## src/rtl/converter.sv

```systemverilog
// Signed fixed-point mantissa times a power-of-two scale -> IEEE-754 single.
// Multi-cycle: capture, normalise one bit per clock, round (nearest-even), pack.
// Ports:
//   clk      - system clock, rising edge
//   reset    - synchronous active-high reset
//   fixed    - two's-complement 32-bit mantissa
//   exp_in   - two's-complement power-of-two scale
//   load_new - start strobe; operands sampled on the edge where it is high
//   float    - registered IEEE-754 single result
//   done     - one-cycle pulse in the first cycle float shows a new result
module converter (
  input  logic        clk,
  input  logic        reset,
  input  logic [31:0] fixed,
  input  logic [7:0]  exp_in,
  input  logic        load_new,
  output logic [31:0] float,
  output logic        done
);

  localparam int unsigned DATA_W = 32;
  localparam int unsigned EXP_W  = 10;
  localparam int unsigned MANT_W = 24;

  typedef enum logic [1:0] {
    IDLE  = 2'd0,
    NORM  = 2'd1,
    ROUND = 2'd2,
    PACK  = 2'd3
  } state_t;

  state_t                    state_q, state_d;
  logic                      sign_q, sign_d;
  logic                      zero_q, zero_d;
  logic [DATA_W-1:0]         mag_q, mag_d;
  logic signed [EXP_W-1:0]   e_q, e_d;
  logic [MANT_W-1:0]         mant_q, mant_d;
  logic [DATA_W-1:0]         float_q, float_d;
  logic                      done_q, done_d;

  logic                      guard_c;
  logic                      sticky_c;
  logic                      round_up_c;
  logic [MANT_W:0]           mant_sum_c;

  // Round-to-nearest-even on the normalised magnitude.
  always_comb begin
    guard_c    = mag_q[7];
    sticky_c   = |mag_q[6:0];
    round_up_c = guard_c & (sticky_c | mag_q[8]);
    mant_sum_c = {1'b0, mag_q[31:8]} + (MANT_W+1)'(round_up_c);
  end

  // Next-state and datapath.
  always_comb begin
    state_d = state_q;
    sign_d  = sign_q;
    zero_d  = zero_q;
    mag_d   = mag_q;
    e_d     = e_q;
    mant_d  = mant_q;
    float_d = float_q;
    done_d  = 1'b0;

    // A strobe in any state (re)starts a conversion with fresh operands.
    if (load_new) begin
      sign_d  = fixed[31];
      zero_d  = (fixed == 32'h0);
      mag_d   = fixed[31] ? (~fixed + 32'd1) : fixed;
      e_d     = $signed({{2{exp_in[7]}}, exp_in}) + $signed(10'd158);
      state_d = NORM;
    end else begin
      unique case (state_q)
        IDLE: ;
        NORM: begin
          if (zero_q) begin
            state_d = PACK;
          end else if (mag_q[31]) begin
            state_d = ROUND;
          end else begin
            mag_d = {mag_q[30:0], 1'b0};
            e_d   = e_q - $signed(10'd1);
          end
        end
        ROUND: begin
          if (mant_sum_c[MANT_W]) begin
            mant_d = 24'h800000;
            e_d    = e_q + $signed(10'd1);
          end else begin
            mant_d = mant_sum_c[MANT_W-1:0];
          end
          state_d = PACK;
        end
        PACK: begin
          if (zero_q) begin
            float_d = 32'h0;
          end else if (e_q >= $signed(10'd255)) begin
            float_d = {sign_q, 8'hFF, 23'h0};
          end else if (e_q <= $signed(10'd0)) begin
            float_d = {sign_q, 31'h0};
          end else begin
            float_d = {sign_q, e_q[7:0], mant_q[22:0]};
          end
          done_d  = 1'b1;
          state_d = IDLE;
        end
        default: state_d = IDLE;
      endcase
    end
  end

  // State and datapath registers.
  always_ff @(posedge clk) begin
    if (reset) begin
      state_q <= IDLE;
      sign_q  <= 1'b0;
      zero_q  <= 1'b0;
      mag_q   <= '0;
      e_q     <= '0;
      mant_q  <= '0;
      float_q <= '0;
      done_q  <= 1'b0;
    end else begin
      state_q <= state_d;
      sign_q  <= sign_d;
      zero_q  <= zero_d;
      mag_q   <= mag_d;
      e_q     <= e_d;
      mant_q  <= mant_d;
      float_q <= float_d;
      done_q  <= done_d;
    end
  end

  assign float = float_q;
  assign done  = done_q;

endmodule

```

## config.mk

```make
export PLATFORM = sky130hd
export DESIGN_NAME = converter
export DESIGN_NICKNAME = d
export VERILOG_FILES = /design/src/rtl/converter.sv
export SDC_FILE = /design/constraint.sdc
export NUM_CORES = 1
export LEC_CHECK = 0
export ABC_CLOCK_PERIOD_IN_PS = 4500
export BUFFER_PORTS_ARGS = -buffer_cell sky130_fd_sc_hd__buf_2
export CAP_MARGIN = 25
export CORE_ASPECT_RATIO = 1.25
export CORE_UTILIZATION = 40
export CTS_CLUSTER_DIAMETER = 100
export DETAILED_ROUTE_END_ITERATION = 12
export GPL_TIMING_DRIVEN = 0
export PLACE_DENSITY = 0.69
export SETUP_SLACK_MARGIN = 0.5
export SYNTH_ARGS = -nofsm -noshare
export SYNTH_HDL_FRONTEND = slang
export SYNTH_SLANG_ARGS = --single-unit
```

## constraint.sdc

```tcl
create_clock -name clk -period 4.5 [get_ports clk]
set_input_delay 0.225 -clock clk [delete_from_list [all_inputs] [get_ports clk]]
set_output_delay 0.225 -clock clk [all_outputs]
set_load 0.01 [all_outputs]
```

Word level (Yosys, flattened, before mapping)
Index checks and enable logic that the tools add are counted.
Storage, ports and cells
  flip-flop bits (word level): 102
  input bits: 43
  output and inout bits: 33
  word-level logic and storage cells: 64
Operators by class
  add/sub/neg operators: 5
  order comparisons: 2
  equal/unequal tests: 10
  multiplexer cells: 19
  bitwise operators: 4
  reductions and logical operators: 14
Operators with widths (number)
  $mux 32: 6
  $mux 31: 2
  $mux 10: 4
  $add 32x1->32 const B: 1
  $logic_not 32->1: 1
  $not 32->32: 1
  $add 24x1->25: 1
  $mux 23: 1
  $pmux 10 s2: 1
  $ne 3x3->1 const B: 4
  $add 10x2->10 const B: 1
  $add 8x9->10 const B: 1
  $ge 10x9->1 const B: 1
  $le 10x1->1 const B: 1
  $reduce_and 2->1: 5
  $sub 10x2->10 const B: 1
  $reduce_or 7->1: 1
  $pmux 2 s3: 1
  $reduce_bool 3->1: 2
  $eq 2x2->1 const B: 2
  $mux 2: 2
  $ne 2x2->1 const B: 2
  $ne 4x4->1 const B: 1
  $reduce_and 4->1: 1
  other kinds (9): 10

Logic depth before layout (Yosys ltp)
Gate-level depths: netlist (run 1).
  depth after elaboration: 7
  mapped depth: 10
  depth with buffers taken out: 9

Worst setup path before layout (run 1)
Ideal clock, no wire load.
  kind: reg-to-reg
  from: reg mag_q[7]
  to: reg e_q[9]
  setup time: 0.117 ns
  arrival time: 2.453 ns
  required time: 4.383 ns
  slack: 1.930 ns
  cell stages (with the launch flop): 9
  buffers on the path: 0
  period minus slack after synthesis: 2.570 ns
  cell sequence: dfxtp_1 -> and2_1 -> ha_1 -> nand3_1 -> or4_4 -> or4_4 -> o21ai_4 -> o311ai_1 -> a32o_1
Between the ends
  cells in the longest elaborated chain, start to end: 4
Ends and longest elaborated chain
  start, declared: line 35  | logic [DATA_W-1:0] mag_q, mag_d;
  start signal, assigned: line 127  | mag_q <= mag_d;
  $and 1x1->1: line 50  | round_up_c = guard_c & (sticky_c | mag_q[8]);
  $add 24x1->25: line 51  | mant_sum_c = {1'b0, mag_q[31:8]} + (MANT_W+1)'(round_up_c);
  $ne 3x3->1 (no line)
  $reduce_and 4->1 (no line)
  end signal, assigned: line 119  | e_q <= '0;
  end signal, assigned: line 128  | e_q <= e_d;
  end, declared: line 36  | logic signed [EXP_W-1:0] e_q, e_d;
No other way between the ends.
A chain may end at the register's enable or synchronous reset.

Worst setup path after layout (run 1)
  from: reg mag_q[7]
  to: reg e_q[4]
Same word-level chain as after synthesis.

==> summary.txt, run 1 <==
Route
  – Drt pass-1 iters: 5
  – Drt via density: roughly 5.6
  – DRC: 0
  – Final ANT Viol Nets: 0
  – WL final: ~16 mm
  – Via Count: around 5.4k
  – DR iter-0 viols: 519
  – Avg WL per Cell: between 15 and 20 um

Global routing
  – Vias in the first global route: around 5.0k
  – Tot GR Track Use: approximately 22%
  – First-pass GRT wire length: 25.5 mm
  – Initial antenna violation count: 0
  – GRT overflow: 0
  – Largest net degree at the start of global routing: 22

Power and ir drop
  – Sw Ratio: between 30% and 40%
  – Seq pwr share: between 40% and 50%
  – Power Total: roughly 2.2 mW
  – Internal: roughly 1.5 mW
  – Lkg Pwr: 2.35 nW
  – Clock share of power: between 30% and 40%
  – Combinational group share of total power: 18.1%
  – Worst vdd ir: around 0.26 mV
  – Power Dens Cells: between 300 and 400 mW/mm2
  – Sw power: 0.665 mW

STA
  – Worst-margin pin slew: 0.979 ns
  – Clock skew: between 0.009 and 0.01 ns
  – RSZ-0062 raised after global routing: no
  – Final-report setup violation count: 0
  – Tmin final: 2.95 ns
  – Fmax achieved: around 0.34 GHz
  – Tcrit/Tclk final: about 65%
  – Rel. slew slack: between 30% and 40%
  – Final-report hold violation count: 0
  – Setup TNS Final: 0 ns
  – Slew Viols, Final: 0

Clocking
  – Worst-path clk slew: 0.07 ns
  – Post-CTS Setup Bufs: 0
  – Post-CTS Hold Buffers: 0
  – H-tree Lvls: 3
  – Clock buffer depth: 2
  – Post-CTS Resized: 0
  – CTS root buf: clkbuf_16
  – TritonCTS clock tree: yes
  – Clock latency on the worst-skew pair: around 0.35 ns
  – CTS Buf Count: 9
  – Clock sinks: slightly above 100

Critical path
  – Endpoint type of the worst setup path: register
  – Max FO, Critical Path: 10
  – Startpoint class of the critical path: register
  – Critical path data arrival time: between 3 and 4 ns
  – CP required: 4.77 ns
  – CP Class: reg -> reg

Synthesis
  – Yosys top cell by area: dfxtp_1
  – Largest cells by area after synthesis: dfxtp_1 36%, xnor2_1 6.8%, nor2_1 6.2%
  – Syn nets: roughly 750
  – Synth warn: 0
  – Ys flop type: dfxtp_1
  – EDFF count, synth: 0
  – Synthesized flop and latch total: 102
  – Top cell type's share of synthesized area: a little over a third
  – Syn avg cell area: between 8 and 9 um2
  – Synth Cell Area: 0.00565 mm2
  – Mapped Cells: 693
  – Netlist cell types: between 60 and 70
  – Synth async-reset ratio: 0%
  – Post-synthesis sequential area ratio: a little over a third

Floorplanning
  – Die Height: approximately 130 um
  – Site row count: between 40 and 50
  – # IOs: 76
  – Core area: between 0.01 and 0.015 mm2
  – Die ar.: about 0.015 mm2
  – Die X: 108 um
  – Starting density of the core: between 40% and 50%

Finish
  – Nets@finish: between 800 and 900
  – Antenna diode count: 0
  – Most common cell after layout, fill and taps aside: dfxtp_1
  – Final instance area: approximately 0.0066 mm2
  – Filler Cells Inserted: roughly 1.4k
  – Register area: slightly above 0.002 mm2
  – Area of the multi-input gates: between 0.003 and 0.004 mm2
  – Syn-to-layout area delta: 15.9%
  – Finished Layout Cells: roughly 960
  – Fraction of layout cells with a size suffix above 1: roughly 15%
  – Commonest non-fill, non-tap cells in the layout: 102 x dfxtp_1, 93 x nor2_1, 78 x buf_2

Placed design
  – GP Congestion: 0.886
  – Post-Place Cells: 942
  – DPL Wire Length: around 12 mm
  – Port bufs: between 70 and 80
  – Area after DPL: 0.00624 mm2

Min path
  – Min-delay worst type: in -> reg

Job
  – Max-cap violation count: 0

Run status
  – Status: finished clean
## per-layer routing
layer	up-vias	track usage (%)	share of wire [%]
li1	2710	-	-
met1	2506	28.4	45
met2	161	37.0	48
met3	26	2.94	4.6
met4	0	8.63	2.6
met5	-	0	0
## state kept, by name (all words and copies together), names as in the netlist
| name | cells |
|---|---|
| sign_q | 1 |
| mag_q | 32 |
| float | 32 |
| state_q | 2 |
| done | 1 |
| e_q | 10 |
| zero_q | 1 |
| mant_q | 23 |
## critical path: stages (launching register included)
cell	delay [ns]
dfxtp_1	0.44
and2_1	0.19
ha_1	0.21
nand3_1	0.15
or4_4	0.54
or4_4	0.52
o21ai_4	0.35
buf_6	0.21
nor2_1	0.06
a211oi_2	0.19
## logic make-up (layout without fill, tap and decap cells)
| family | Yosys count | count (layout) | synth area share (%) |
|---|---|---|---|
| and+or+nand+nor | 278 | 278 | 23.7 |
| AOI/OAI and AO/OA | 175 | 175 | 23.2 |
| DFF | 102 | 102 | 36.1 |
| buffers and inverters | 64 | 154 | 4.47 |
| xor gates and xnor gates | 57 | 57 | 8.84 |
| adders and majority gates | 12 | 12 | 2.79 |
| muxes | 5 | 5 | 0.886 |
## synthesized netlist by cell type (all sizes together) (2+ instances only)
cell type and n:
a211oi 25, a21oi 26, a221oi 18, a22oi 24, a31oi 9, a32o 2, and2 5, and3 5
and4 2, buf 6, clkbuf 45, dfxtp 102, ha 11, inv 13, mux2i 5, nand2 58
nand2b 5, nand3 33, nand3b 2, nand4 6, nor2 93, nor2b 2, nor3 28, nor3b 2
nor4 9, nor4b 2, o211ai 8, o21a 3, o21ai 17, o21bai 3, o311a 3, o31a 2
o31ai 16, o41ai 8, or2 6, or3 10, or4 8, xnor2 44, xor2 13
## metrics by stage
stage          worst slack (ns)  util, %  hold slack [ns]
2_1_floorplan              1.93        -            0.391
3_3_place_gp               1.61     45.2            0.439
3_5_place_dp               1.60     45.2            0.446
6_report                   1.55     47.4            0.231
4_1_cts                    1.58     47.4            0.221
5_1_grt                    1.31     47.4            0.244
## path summary, 6_finish.rpt
kind,from,endpoint,slack (ns),depth (start not counted)
max,mag_q[7]$_SDFFE_PP0P_,e_q[4]$_SDFFE_PP0P_,1.55,9
min,fixed[0],mag_q[0]$_SDFFE_PP0P_,0.23,3
max reg2reg,mag_q[7]$_SDFFE_PP0P_,e_q[4]$_SDFFE_PP0P_,1.55,9
min reg2reg,float[26]$_SDFFE_PP0P_,float[26]$_SDFFE_PP0P_,0.45,2
## power groups by stage
stage	Clock, mW	Combinational (mW)	Sequential (mW)
2_1_floorplan	0	0.283	0.994
3_3_place_gp	0	0.383	1.01
3_5_place_dp	0	0.386	1.01
4_1_cts	0.797	0.388	0.990
5_1_grt	0.837	0.430	0.998
6_report	0.783	0.393	0.992
## cell type report
class | instances | share of cell area, %
flip-flops and latches | 102 | 31.2
plain buffers | 51 | 3.11
multi-input cells | 527 | 51.2
repair buffers | 74 | 5.65
well taps | 175 | 3.34
clock buffers | 9 | 3.44
clock inverters | 7 | 1.32
inverters | 13 | 0.745
Note: power is estimated with default switching activity, not from simulation.
==> run 2, diff against run 1 <==
--- a/config.mk
+++ b/config.mk
@@ -5,7 +5,8 @@
 export SDC_FILE = /design/constraint.sdc
 export NUM_CORES = 1
 export LEC_CHECK = 0
-export ABC_CLOCK_PERIOD_IN_PS = 4500
+export ABC_AREA = 1
+export ABC_CLOCK_PERIOD_IN_PS = 2900
 export BUFFER_PORTS_ARGS = -buffer_cell sky130_fd_sc_hd__buf_2
 export CAP_MARGIN = 25
 export CORE_ASPECT_RATIO = 1.25
@@ -13,7 +14,7 @@
 export CTS_CLUSTER_DIAMETER = 100
 export DETAILED_ROUTE_END_ITERATION = 12
 export GPL_TIMING_DRIVEN = 0
-export PLACE_DENSITY = 0.69
+export PLACE_DENSITY = 0.68
 export SETUP_SLACK_MARGIN = 0.5
 export SYNTH_ARGS = -nofsm -noshare
 export SYNTH_HDL_FRONTEND = slang
==> constraint.sdc (replaced) <==
create_clock -name clk -period 2.9 [get_ports clk]
set_input_delay 0.145 -clock clk [delete_from_list [all_inputs] [get_ports clk]]
set_output_delay 0.145 -clock clk [all_outputs]
set_load 0.01 [all_outputs]
==> run 2 against run 1 <==
Register-to-register slack got worse by 0.80 ns. Maximum frequency up 37%. Via count increased by 28%. Sequential share of layout area down 3.6 points. Setup slack got worse by 0.80 ns. Routed wire length up 17%. Synthesized area up 15%.
==> summary.txt, run 2 <==
STA
  – Final setup margin: about 0.75 ns
  – Fmax achieved: 0.466 GHz
  – Slew Viols, Final: 0
  – Worst-margin pin slew: ~0.64 ns
  – Rel. slew slack: 57.2%
  – Tcrit/Tclk final: 74.0%
  – Tmin final: about 2.1 ns
  – RSZ-0062 raised after global routing: no
  – Final-report hold violation count: 0
  – Clock skew: ~0.0054 ns
  – Min Hold Slack: approximately 0.092 ns
  – Final-report setup violation count: 0
  – Setup TNS Final: 0 ns

Synthesis
  – Yosys top cell by area: dfxtp_1
  – Top cells by count, synth: 234 x nand2_1, 196 x nor2_1, 119 x nand3_1
  – Synth async-reset ratio: 0%
  – Synthesized flop and latch total: between 100 and 150
  – Largest cells by area after synthesis: dfxtp_1 32%, nand2_1 14%, nor2_1 11%
  – Top cell type's share of synthesized area: around a third
  – Syn nets: approximately 1.1k
  – Mapped Cells: between 1k and 1.5k
  – Synth warn: 0
  – Netlist cell types: 42
  – Mux contribution to synthesized area: 0%
  – Most common cell in the netlist: nand2_1
  – Synth Cell Area: roughly 0.0065 mm2
  – Synth Area in XOR/XNOR: under 10%
  – EDFF count, synth: 0
  – Compound-cell area share of the yosys netlist: 14.9%
  – Ys flop type: dfxtp_1
  – Post-synthesis sequential area ratio: a little under a third
  – Adder-Cell Fraction of Synth Area: 2.44%
  – Post-Synth Simple-Gate Area: 41.1%
  – Largest family of logic cells by synthesized area: simple AND/OR/NAND/NOR gates
  – Syn avg cell area: between 6 and 7 um2

Critical path
  – CP Class: reg -> reg
  – Max stage delay on crit path: approximately 0.38 ns
  – CP required: between 3 and 4 ns
  – Worst R2R Setup Slack: 0.75 ns
  – Max FO, Critical Path: 10
  – Critical path cell sequence: nand2_2, inv_2, ha_1, nand2_1, nor2_4, nand3_1, nor2_2, nand4_1, nand2_1, nand2_2, nor2_1, nor2_1
  – Slowest cell on crit path: dfxtp_1
  – Startpoint class of the critical path: register
  – Critical path data arrival time: 2.38 ns
  – Endpoint type of the worst setup path: register

Clocking
  – H-tree Lvls: 3
  – Worst-path clk slew: around 0.07 ns
  – Post-CTS Setup Bufs: 0
  – CTS root buf: clkbuf_16
  – Clock sinks: just over 100
  – CTS Buf Count: 9
  – Clock latency on the worst-skew pair: roughly 0.34 ns
  – Clock buffer depth: 2
  – TritonCTS clock tree: yes

Finish
  – Register area: slightly above 0.002 mm2
  – Nets@finish: about 1.2k
  – Syn-to-layout area delta: 14.3%
  – Filler Cells Inserted: 1,732
  – Finished Layout Cells: about 1.4k
  – Most common cell after layout, fill and taps aside: nand2_1
  – Utilization after layout: a little under half
  – Antenna diode count: 0
  – Commonest non-fill, non-tap cells in the layout: 232 x nand2_1, 196 x nor2_1, 119 x nand3_1
  – Fraction of layout cells with a size suffix above 1: between 10% and 20%
  – Final instance area: 0.00739 mm2
  – Area of the multi-input gates: a little under 0.004 mm2

Placed design
  – Port bufs: between 70 and 80
  – GP Congestion: between 0.9 and 1
  – DPL Wire Length: 14.4 mm
  – Placement Setup Slack: 0.625 ns
  – Post-Place Cells: 1,348
  – Area after DPL: slightly above 0.007 mm2

Global routing
  – Initial antenna violation count: 0
  – Vias in the first global route: between 6k and 7k
  – First-pass GRT wire length: around 30 mm
  – Tot GR Track Use: 22.8%
  – Largest net degree at the start of global routing: 17
  – GRT overflow: 0

Floorplanning
  – Starting density of the core: between 40% and 50%
  – Site row count: between 50 and 60
  – Die ar.: between 0.015 and 0.02 mm2
  – Die X: about 120 um
  – Core area: 0.0157 mm2
  – Die Height: 144 um
  – # IOs: between 70 and 80

Min path
  – Min-delay worst type: in -> reg

Route
  – DRC: 0
  – Avg WL per Cell: between 10 and 15 um
  – Final ANT Viol Nets: 0
  – Drt via density: 5.08
  – WL final: 18.4 mm
  – Via Count: just under 7k
  – DR iter-0 viols: 441
  – Drt pass-1 iters: 5

Power and ir drop
  – Power Total: 3.50 mW
  – Lkg Pwr: about 3 nW
  – Worst vdd ir: approximately 0.32 mV
  – Power Dens Cells: about 470 mW/mm2

Run status
  – Status: finished clean

Job
  – Max-cap violation count: 0
[run 2: cell types whose count changed after synthesis, sizes merged, moves of 12 or more]
cell,change
o21ai,+32
nand3b,+12
xnor2,-40
nor3,-19
nand3,+86
inv,+76
a211oi,-25
a221oi,-18
a22oi,-24
o31ai,-16
nor2,+107
a21oi,+90
nand4,+14
nand2,+179
[run 2: report_power, final]
group	switching, mW	total [mW]	internal, mW
clock	0.528	1.20	0.668
combinational	0.472	0.736	0.264
sequential	0.0935	1.56	1.47
[run 2: path summary, 6_finish.rpt]
kind | end | from | depth (start not counted)
max reg2reg | e_q[8]$_SDFFE_PP0P_ | mag_q[7]$_SDFFE_PP0P_ | 12
min | mag_q[0]$_SDFFE_PP0P_ | fixed[0] | 3
min reg2reg | mant_q[20]$_SDFFE_PP0P_ | mant_q[20]$_SDFFE_PP0P_ | 2
max | e_q[8]$_SDFFE_PP0P_ | mag_q[7]$_SDFFE_PP0P_ | 12
[run 2: routing by layer]
metal,wire length (um),vias to the layer above,GRT usage [%],part of all wire [%]
met2,8870,188,39.8,48
met1,8400,3063,29.1,46
met5,0,-,0,0
met3,807,20,2.72,4.4
met4,319,0,7.09,1.7
li1,-,3649,-,-
[run 2: worst max-delay path, delay by kind of cell (launching register included)]
| family | cells | cell delay, ns |
|---|---|---|
| and+or+nand+nor | 10 | 1.37 |
| adders and majority gates | 1 | 0.19 |
| DFF | 1 | 0.38 |
| buffers and inverters | 1 | 0.10 |
[run 2: cell type report]
| class | count | share of cell area [%] |
|---|---|---|
| Multi-Input combinational cell | 819 | 52.4 |
| Sequential cell | 102 | 27.6 |
| Timing Repair Buffer | 72 | 4.87 |
| Inverter | 91 | 4.62 |
| Tap cell | 212 | 3.59 |
| Clock buffer | 10 | 3.10 |
| Buffer | 52 | 3.05 |
| Clock inverter | 5 | 0.812 |
[run 2: kinds of logic (layout without fill, tap and decap cells)]
family | after synthesis | after routing
adder cells (fa/ha/maj) | 12 | 12
buffers and inverters | 143 | 230
AO/OA/AOI/OAI | 183 | 183
XOR/XNOR | 9 | 9
flip-flops | 102 | 102
AND/OR/NAND/NOR | 615 | 615
[run 2: what timing repair did]
item | in CTS | in global routing
setup endpoints to repair | 0 | 9
endpoints found under the hold margin | 0 | 0
hold buffers | 0 | 0
gates resized for setup | 0 | 3
